### src/rtl/hall_emulator_if.sv
// hall_emulator_if: control inputs and sensor outputs of the Hall-sensor emulator
interface hall_emulator_if #(
   parameter int PERIOD_WIDTH = 32,
   parameter int PULSE_WIDTH  = 16
);
   logic                    enable;
   logic [PERIOD_WIDTH-1:0] half_turn_cycles;
   logic [PULSE_WIDTH-1:0]  pulse_cycles;
   logic [PERIOD_WIDTH-1:0] ramp_step;
   logic                    hall_1;
   logic                    hall_2;
   logic                    half_turn_start;
   logic                    running;
   logic [PERIOD_WIDTH-1:0] cur_period;
   modport master (
      output enable, half_turn_cycles, pulse_cycles, ramp_step,
      input  hall_1, hall_2, half_turn_start, running, cur_period
   );
   modport slave (
      input  enable, half_turn_cycles, pulse_cycles, ramp_step,
      output hall_1, hall_2, half_turn_start, running, cur_period
   );
endinterface

### src/rtl/hall_emulator.sv
// hall_emulator: generates alternating active-low Hall pulses at a programmable, optionally ramped half-turn period
module hall_emulator #(
   parameter int                    PERIOD_WIDTH = 32,
   parameter int                    PULSE_WIDTH  = 16,
   parameter logic [PERIOD_WIDTH-1:0] START_PERIOD = 32'd50_000_000
) (
   input logic            clk,
   input logic            nrst,
   hall_emulator_if.slave bus
);
   typedef enum logic [1:0] {IDLE, PULSE, GAP} state_t;
   state_t                  state, state_n;
   logic [PERIOD_WIDTH-1:0] cnt, cnt_n, p, p_n, floor_p, diff, delta, raw;
   logic [PULSE_WIDTH-1:0]  w, w_n, w_in;
   logic                    sel, sel_n, up, wrap, start;
   // next half-turn parameters, ramp arithmetic and state transitions
   always_comb begin
      w_in    = (bus.pulse_cycles == '0) ? PULSE_WIDTH'(1) : bus.pulse_cycles;
      floor_p = PERIOD_WIDTH'(w_in) + PERIOD_WIDTH'(2);
      up      = bus.half_turn_cycles > p;
      diff    = up ? bus.half_turn_cycles - p : p - bus.half_turn_cycles;
      delta   = (bus.ramp_step < diff) ? bus.ramp_step : diff;
      raw     = (bus.ramp_step == '0) ? bus.half_turn_cycles :
                (state == IDLE) ? START_PERIOD : up ? p + delta : p - delta;
      wrap    = (state == GAP) && bus.enable && (cnt == p - PERIOD_WIDTH'(1));
      start   = ((state == IDLE) && bus.enable) || wrap;
      state_n = state;
      cnt_n   = cnt + PERIOD_WIDTH'(1);
      sel_n   = sel;
      w_n     = w;
      p_n     = p;
      if (start) begin
         state_n = PULSE;
         cnt_n   = '0;
         sel_n   = wrap ? ~sel : 1'b0;
         w_n     = w_in;
         p_n     = (raw < floor_p) ? floor_p : raw;
      end else if ((state == IDLE) || ((state == GAP) && !bus.enable)) begin
         state_n = IDLE;
         cnt_n   = '0;
         sel_n   = 1'b0;
      end else if ((state == PULSE) && (cnt == PERIOD_WIDTH'(w) - PERIOD_WIDTH'(1))) begin
         state_n = GAP;
      end
   end
   // FSM, phase counter and latched half-turn parameters
   always_ff @(posedge clk or negedge nrst) begin
      if (!nrst) begin
         state <= IDLE;
         cnt   <= '0;
         sel   <= 1'b0;
         w     <= '0;
         p     <= '0;
      end else begin
         state <= state_n;
         cnt   <= cnt_n;
         sel   <= sel_n;
         w     <= w_n;
         p     <= p_n;
      end
   end
   // registered outputs; the line is low for exactly the cycles spent in PULSE
   always_ff @(posedge clk or negedge nrst) begin
      if (!nrst) begin
         bus.hall_1          <= 1'b1;
         bus.hall_2          <= 1'b1;
         bus.half_turn_start <= 1'b0;
         bus.running         <= 1'b0;
         bus.cur_period      <= '0;
      end else begin
         bus.hall_1          <= !((state == PULSE) && !sel);
         bus.hall_2          <= !((state == PULSE) && sel);
         bus.half_turn_start <= (state == PULSE) && (cnt == '0);
         bus.running         <= state != IDLE;
         bus.cur_period      <= p;
      end
   end
endmodule

### src/flat_wrapper.sv
// flat-port wrapper written by rule: the top's interface ports become plain ports
module hall_emulator_flat 
#(
   parameter int                    PERIOD_WIDTH = 32,
   parameter int                    PULSE_WIDTH  = 16,
   parameter logic [PERIOD_WIDTH-1:0] START_PERIOD = 32'd50_000_000
)
  (clk, nrst, bus_enable, bus_half_turn_cycles, bus_pulse_cycles, bus_ramp_step, bus_hall_1, bus_hall_2, bus_half_turn_start, bus_running, bus_cur_period);
  hall_emulator_if #(.PERIOD_WIDTH(PERIOD_WIDTH), .PULSE_WIDTH(PULSE_WIDTH)) bus_i ();
  input logic clk;
  input logic nrst;
  input wire logic [$bits(bus_i.enable)-1:0] bus_enable;
  input wire logic [$bits(bus_i.half_turn_cycles)-1:0] bus_half_turn_cycles;
  input wire logic [$bits(bus_i.pulse_cycles)-1:0] bus_pulse_cycles;
  input wire logic [$bits(bus_i.ramp_step)-1:0] bus_ramp_step;
  output wire logic [$bits(bus_i.hall_1)-1:0] bus_hall_1;
  output wire logic [$bits(bus_i.hall_2)-1:0] bus_hall_2;
  output wire logic [$bits(bus_i.half_turn_start)-1:0] bus_half_turn_start;
  output wire logic [$bits(bus_i.running)-1:0] bus_running;
  output wire logic [$bits(bus_i.cur_period)-1:0] bus_cur_period;
  assign bus_i.enable = bus_enable;
  assign bus_i.half_turn_cycles = bus_half_turn_cycles;
  assign bus_i.pulse_cycles = bus_pulse_cycles;
  assign bus_i.ramp_step = bus_ramp_step;
  assign bus_hall_1 = bus_i.hall_1;
  assign bus_hall_2 = bus_i.hall_2;
  assign bus_half_turn_start = bus_i.half_turn_start;
  assign bus_running = bus_i.running;
  assign bus_cur_period = bus_i.cur_period;
  hall_emulator #(.PERIOD_WIDTH(PERIOD_WIDTH), .PULSE_WIDTH(PULSE_WIDTH), .START_PERIOD(START_PERIOD)) u_core (.clk(clk), .nrst(nrst), .bus(bus_i));
endmodule
### config.mk
export PLATFORM = sky130hd
export DESIGN_NAME = hall_emulator_flat
export DESIGN_NICKNAME = d
export VERILOG_FILES = /design/src/rtl/hall_emulator_if.sv /design/src/rtl/hall_emulator.sv /design/src/flat_wrapper.sv
export SDC_FILE = /design/constraint.sdc
export NUM_CORES = 1
export LEC_CHECK = 0
export BUFFER_PORTS_ARGS = -buffer_cell sky130_fd_sc_hd__buf_2
export CAP_MARGIN = 20
export CELL_PAD_IN_SITES_DETAIL_PLACEMENT = 1
export CELL_PAD_IN_SITES_GLOBAL_PLACEMENT = 1
export CORE_UTILIZATION = 40
export CTS_CLUSTER_SIZE = 24
export DETAILED_ROUTE_END_ITERATION = 10
export PLACE_DENSITY = 0.74
export SKIP_CTS_REPAIR_TIMING = 1
export SYNTH_ARGS = -nofsm -noshare
export SYNTH_HDL_FRONTEND = slang
export SYNTH_SLANG_ARGS = --single-unit
export TNS_END_PERCENT = 1
### constraint.sdc
create_clock -name clk -period 15.75 [get_ports clk]
set_clock_uncertainty 0.1 [all_clocks]
set_input_delay 3.15 -clock clk [delete_from_list [all_inputs] [get_ports clk]]
set_output_delay 3.15 -clock clk [all_outputs]
set_load 0.005 [all_outputs]
==> parameters.txt <==
Parameter                              Value

Drt
  Total wire length ... 53.4 mm
  Final routed DRC violation total ... 0
  Detail-routed via count per cell ... 6.06
  Vias after detailed routing ... 14399
  Post-route ant nets ... 0
  Drt initial violations ... 965
  Routed len/inst ... roughly 22 µm
  First-pass DRT Iterations ... 5

Die
  Num rows ... roughly 70
  Die outline height ... 191 µm
  Total Die Area ... 0.0364 mm²
  Core Footprint ... 0.0348 mm²
  Die W ... 191 µm
  Io pins ... 119
  Starting density of the core ... 41.0%

Critical path
  R2r worst-path depth ... 55
  Critical path endpoint category ... flip-flop
  Crit path max-delay cell type ... sky130_fd_sc_hd__or4_4
  Startpoint of the lowest-slack register-to-register path ... u_core.p[0]
  Required arrival time at the worst endpoint ... 15.99 ns
  Type of the setup path with the least slack ... input port to flip-flop
  Cell depth of the worst setup path ... 55
  CP startpoint ... bus_half_turn_cycles[19]
  Arrival time of data at the critical path endpoint ... 14.97 ns
  Number of buffers and inverters on the critical path ... 6
  Reg-to-reg critical path endpoint ... u_core.p[3]
  Capture point of the worst path ... u_core.p[3]
  Highest fanout seen on the critical path ... 32
  Delay-heaviest family, CP ... compound AO/OA/AOI/OAI gates
  Reg-to-reg setup timing slack ... 3.13 ns
  Slowest Stage Delay on Critical Path ... 0.55 ns
  Crit path launch type ... input port

Synthesis
  Synth async-reset ratio ... 100%
  Synthesized Nets ... 2077
  Most frequently used flop master after synthesis ... sky130_fd_sc_hd__dfrtp_1
  Yosys Warn Count ... 0
  Yosys top cell area share ... 20.5%
  Post-Synthesis Cell Area ... 0.0143 mm²
  Cell count after synthesis ... around 1800
  Post-synthesis sequential element count ... ~120
  Main combinational cell family by area after synthesis ... compound AO/OA/AOI/OAI gates
  Library cell occupying the most area in the post-synthesis netlist ... sky130_fd_sc_hd__dfrtp_1
  Unique cell type count in the Yosys netlist ... approximately 90
  Simple-gate area share of the yosys netlist ... 21.3%
  Number of enable flip-flop cells after synthesis ... 0
  Cell types with the highest counts after synthesis ... sky130_fd_sc_hd__nand2_1 (181), sky130_fd_sc_hd__nor2_1 (158), sky130_fd_sc_hd__a21oi_1 (146), sky130_fd_sc_hd__ha_1 (145)
  Multiplexer share of the synthesized area ... between 2 and 3%
  Proportion of synthesized chip area in sequential cells ... a little over a fifth
  XOR/XNOR Fraction of Synth Area ... around an eighth
  Post-synthesis share of cell area spent on full adders, half adders and majority gates ... 13.2%
  Cell with the most instances after synthesis ... sky130_fd_sc_hd__nand2_1
  Cell types occupying the most area after synthesis ... sky130_fd_sc_hd__dfrtp_1 (21%), sky130_fd_sc_hd__ha_1 (13%), sky130_fd_sc_hd__xnor2_1 (6.8%)
  Mean Syn Cell Area ... ~7.7 µm²
  Fraction of the mapped netlist area in compound gates ... 23.6%

Global route
  Initial antenna violation count ... 1
  First-pass GRT wire length ... around 83 mm
  Overall track demand over capacity in global routing ... 29.5%
  Largest net degree at the start of global routing ... 68
  Number of global-route vias before repair ... approximately 15000
  Total global routing overflow ... 0

Clocking
  Number of sinks on the clock net ... 119
  Root buffer cell ... sky130_fd_sc_hd__clkbuf_16
  Clock latency on the worst-skew pair ... 0.43 ns
  Inserted Clock Buffers ... 17
  TritonCTS clock tree ... yes
  Clock-pin slew on the worst setup and hold paths ... 0.06 ns
  Count of H-tree levels built during CTS ... 4
  Maximum count of clock buffers along a single path ... 2

Worst hold path
  Type of the worst min-delay path ... flip-flop to flip-flop
  HP Start ... u_core.sel

Final layout
  Nets ... 2141
  Area added between synthesis and finish ... 10.4%
  Antenna diode count ... 0
  Fraction of final layout cells with drive strength greater than 1 ... 10.7%

STA
  Transition at the pin with the smallest max-transition slack ... 0.894 ns
  Endpoints failing setup ... 0
  Max Slew Vio Count ... 0
  Unrepaired setup endpoints after global routing ... false
  Final count of hold timing violations ... 0
  Normalized max-slew margin ... 39.6%
  Setup TNS ... 0 ns
  Final Cycle Share ... 93.6%
  Clock period minus worst slack ... around 15 ns
  FMAX ... between 60 and 70 MHz

Run
  Maximum capacitance violations ... 0

Placed design
  Count of input and output buffers ... 118
  Final HPWL DP ... 43.1 mm
  Routability cong. ... 0.900

Status
  Run status ... completed
==> cell usage in the layout, fill, tap and decap left out, types with 6 or more instances in the layout <==
master / synthesis / layout
sky130_fd_sc_hd__o41ai_1: 9 / 9
sky130_fd_sc_hd__o2111ai_1: 6 / 6
sky130_fd_sc_hd__buf_4: 6 / 21
sky130_fd_sc_hd__buf_2: 12 / 117
sky130_fd_sc_hd__xor2_1: 85 / 85
sky130_fd_sc_hd__xnor2_1: 110 / 110
sky130_fd_sc_hd__nor3b_1: 7 / 7
sky130_fd_sc_hd__and2_1: 7 / 7
sky130_fd_sc_hd__nor2_1: 158 / 158
sky130_fd_sc_hd__a211o_1: 6 / 6
sky130_fd_sc_hd__ha_1: 145 / 143
sky130_fd_sc_hd__nor2b_1: 9 / 9
sky130_fd_sc_hd__nor3_1: 44 / 44
sky130_fd_sc_hd__o21ai_0: 91 / 91
sky130_fd_sc_hd__nand4_1: 34 / 34
sky130_fd_sc_hd__nand2_1: 181 / 180
sky130_fd_sc_hd__and3_1: 28 / 28
sky130_fd_sc_hd__o21bai_1: 15 / 15
sky130_fd_sc_hd__mux2i_1: 36 / 36
sky130_fd_sc_hd__inv_1: 117 / 117
sky130_fd_sc_hd__o31ai_1: 10 / 10
sky130_fd_sc_hd__o31ai_2: 7 / 7
sky130_fd_sc_hd__o22ai_1: 20 / 20
sky130_fd_sc_hd__a41oi_1: 6 / 6
sky130_fd_sc_hd__o211ai_1: 9 / 9
sky130_fd_sc_hd__or3_1: 16 / 16
sky130_fd_sc_hd__nor4_1: 26 / 26
sky130_fd_sc_hd__a31oi_1: 26 / 26
sky130_fd_sc_hd__a21oi_1: 146 / 146
sky130_fd_sc_hd__a22oi_1: 10 / 10
sky130_fd_sc_hd__a21o_1: 44 / 44
sky130_fd_sc_hd__o221ai_1: 8 / 8
sky130_fd_sc_hd__dfrtp_1: 117 / 117
sky130_fd_sc_hd__or4_1: 11 / 11
sky130_fd_sc_hd__nand2b_1: 13 / 13
sky130_fd_sc_hd__clkbuf_16: 0 / 17
sky130_fd_sc_hd__a211oi_1: 19 / 19
sky130_fd_sc_hd__o21a_1: 15 / 15
sky130_fd_sc_hd__nand3_1: 59 / 59
==> per-layer routing <==
| layer | vias to the layer above | wire length (µm) | global-route usage, % |
|---|---|---|---|
| met4 | 0 | 1540 | 9.66 |
| met1 | 7149 | 24200 | 39.0 |
| li1 | 6774 | - | - |
| met3 | 84 | 2580 | 4.31 |
| met2 | 392 | 25100 | 48.8 |
| met5 | - | 0 | 0 |
==> logic make-up (layout without fill, tap and decap cells) <==
kind of cell | count (synthesis) | count (layout)
AO/OA/AOI/OAI | 507 | 507
XOR/XNOR | 195 | 195
adder cells (fa/ha/maj) | 149 | 149
buffers and inverters | 212 | 289
flip-flops | 119 | 119
multiplexers | 40 | 40
AND/OR/NAND/NOR | 624 | 624
==> sequential cells by signal, indices dropped and copies added, names as in the netlist <==
register / cells
u_core.sel: 1
u_core.bus.cur_period: 32
u_core.bus.running: 1
u_core.p: 32
u_core.bus.half_turn_start: 1
u_core.w: 16
u_core.cnt: 32
u_core.state: 2
u_core.bus.hall_1: 1
u_core.bus.hall_2: 1
==> stage by stage <==
step	utilization (%)	setup WS (ns)	cell area [µm²]	std cells	hold slack, ns
after floorplan	-	1.36	14300	1846	0.307
after global placement	43.6	1.03	15200	2345	0.324
after detailed placement	43.7	0.431	15200	2346	0.352
after CTS	45.2	0.802	15700	2378	0.374
after global routing	45.2	0.0767	15700	2378	0.395
final	45.2	1.01	15700	2378	0.373
==> final cells by class <==
class / count / area [µm²]
Clock buffer: 23 / 468
Inverter: 118 / 443
Tap cell: 455 / 569
Multi-Input combinational cell: 1515 / 10400
Fill cell: 4360 / 19100
Clock inverter: 9 / 77.6
Sequential cell: 119 / 2980
Timing Repair Buffer: 139 / 771
==> how the worst min path moves through the flow <==
stage	cells after the start	endpoint	slack, ns
4_1_cts	1	u_core.bus.hall_2	0.37
6_report	1	u_core.bus.hall_2	0.37
2_1_floorplan	1	u_core.bus.hall_2	0.31
5_1_grt	1	u_core.bus.hall_2	0.39
3_5_place_dp	1	u_core.bus.hall_2	0.35
3_3_place_gp	1	u_core.bus.hall_2	0.32
==> worst register-to-register path: cells and delay by family (launching register included) <==
kind,cells,cell delay (ns)
multiplexers,1,0.37
AO/OA/AOI/OAI,23,4.74
flip-flops,1,0.66
buffers and inverters,5,0.96
adder cells (fa/ha/maj),6,1.86
AND/OR/NAND/NOR,17,3.17
XOR/XNOR,3,0.68
Power is not shown: default switching activity piles up to over one toggle a cycle in this logic, so the estimate is an artifact.
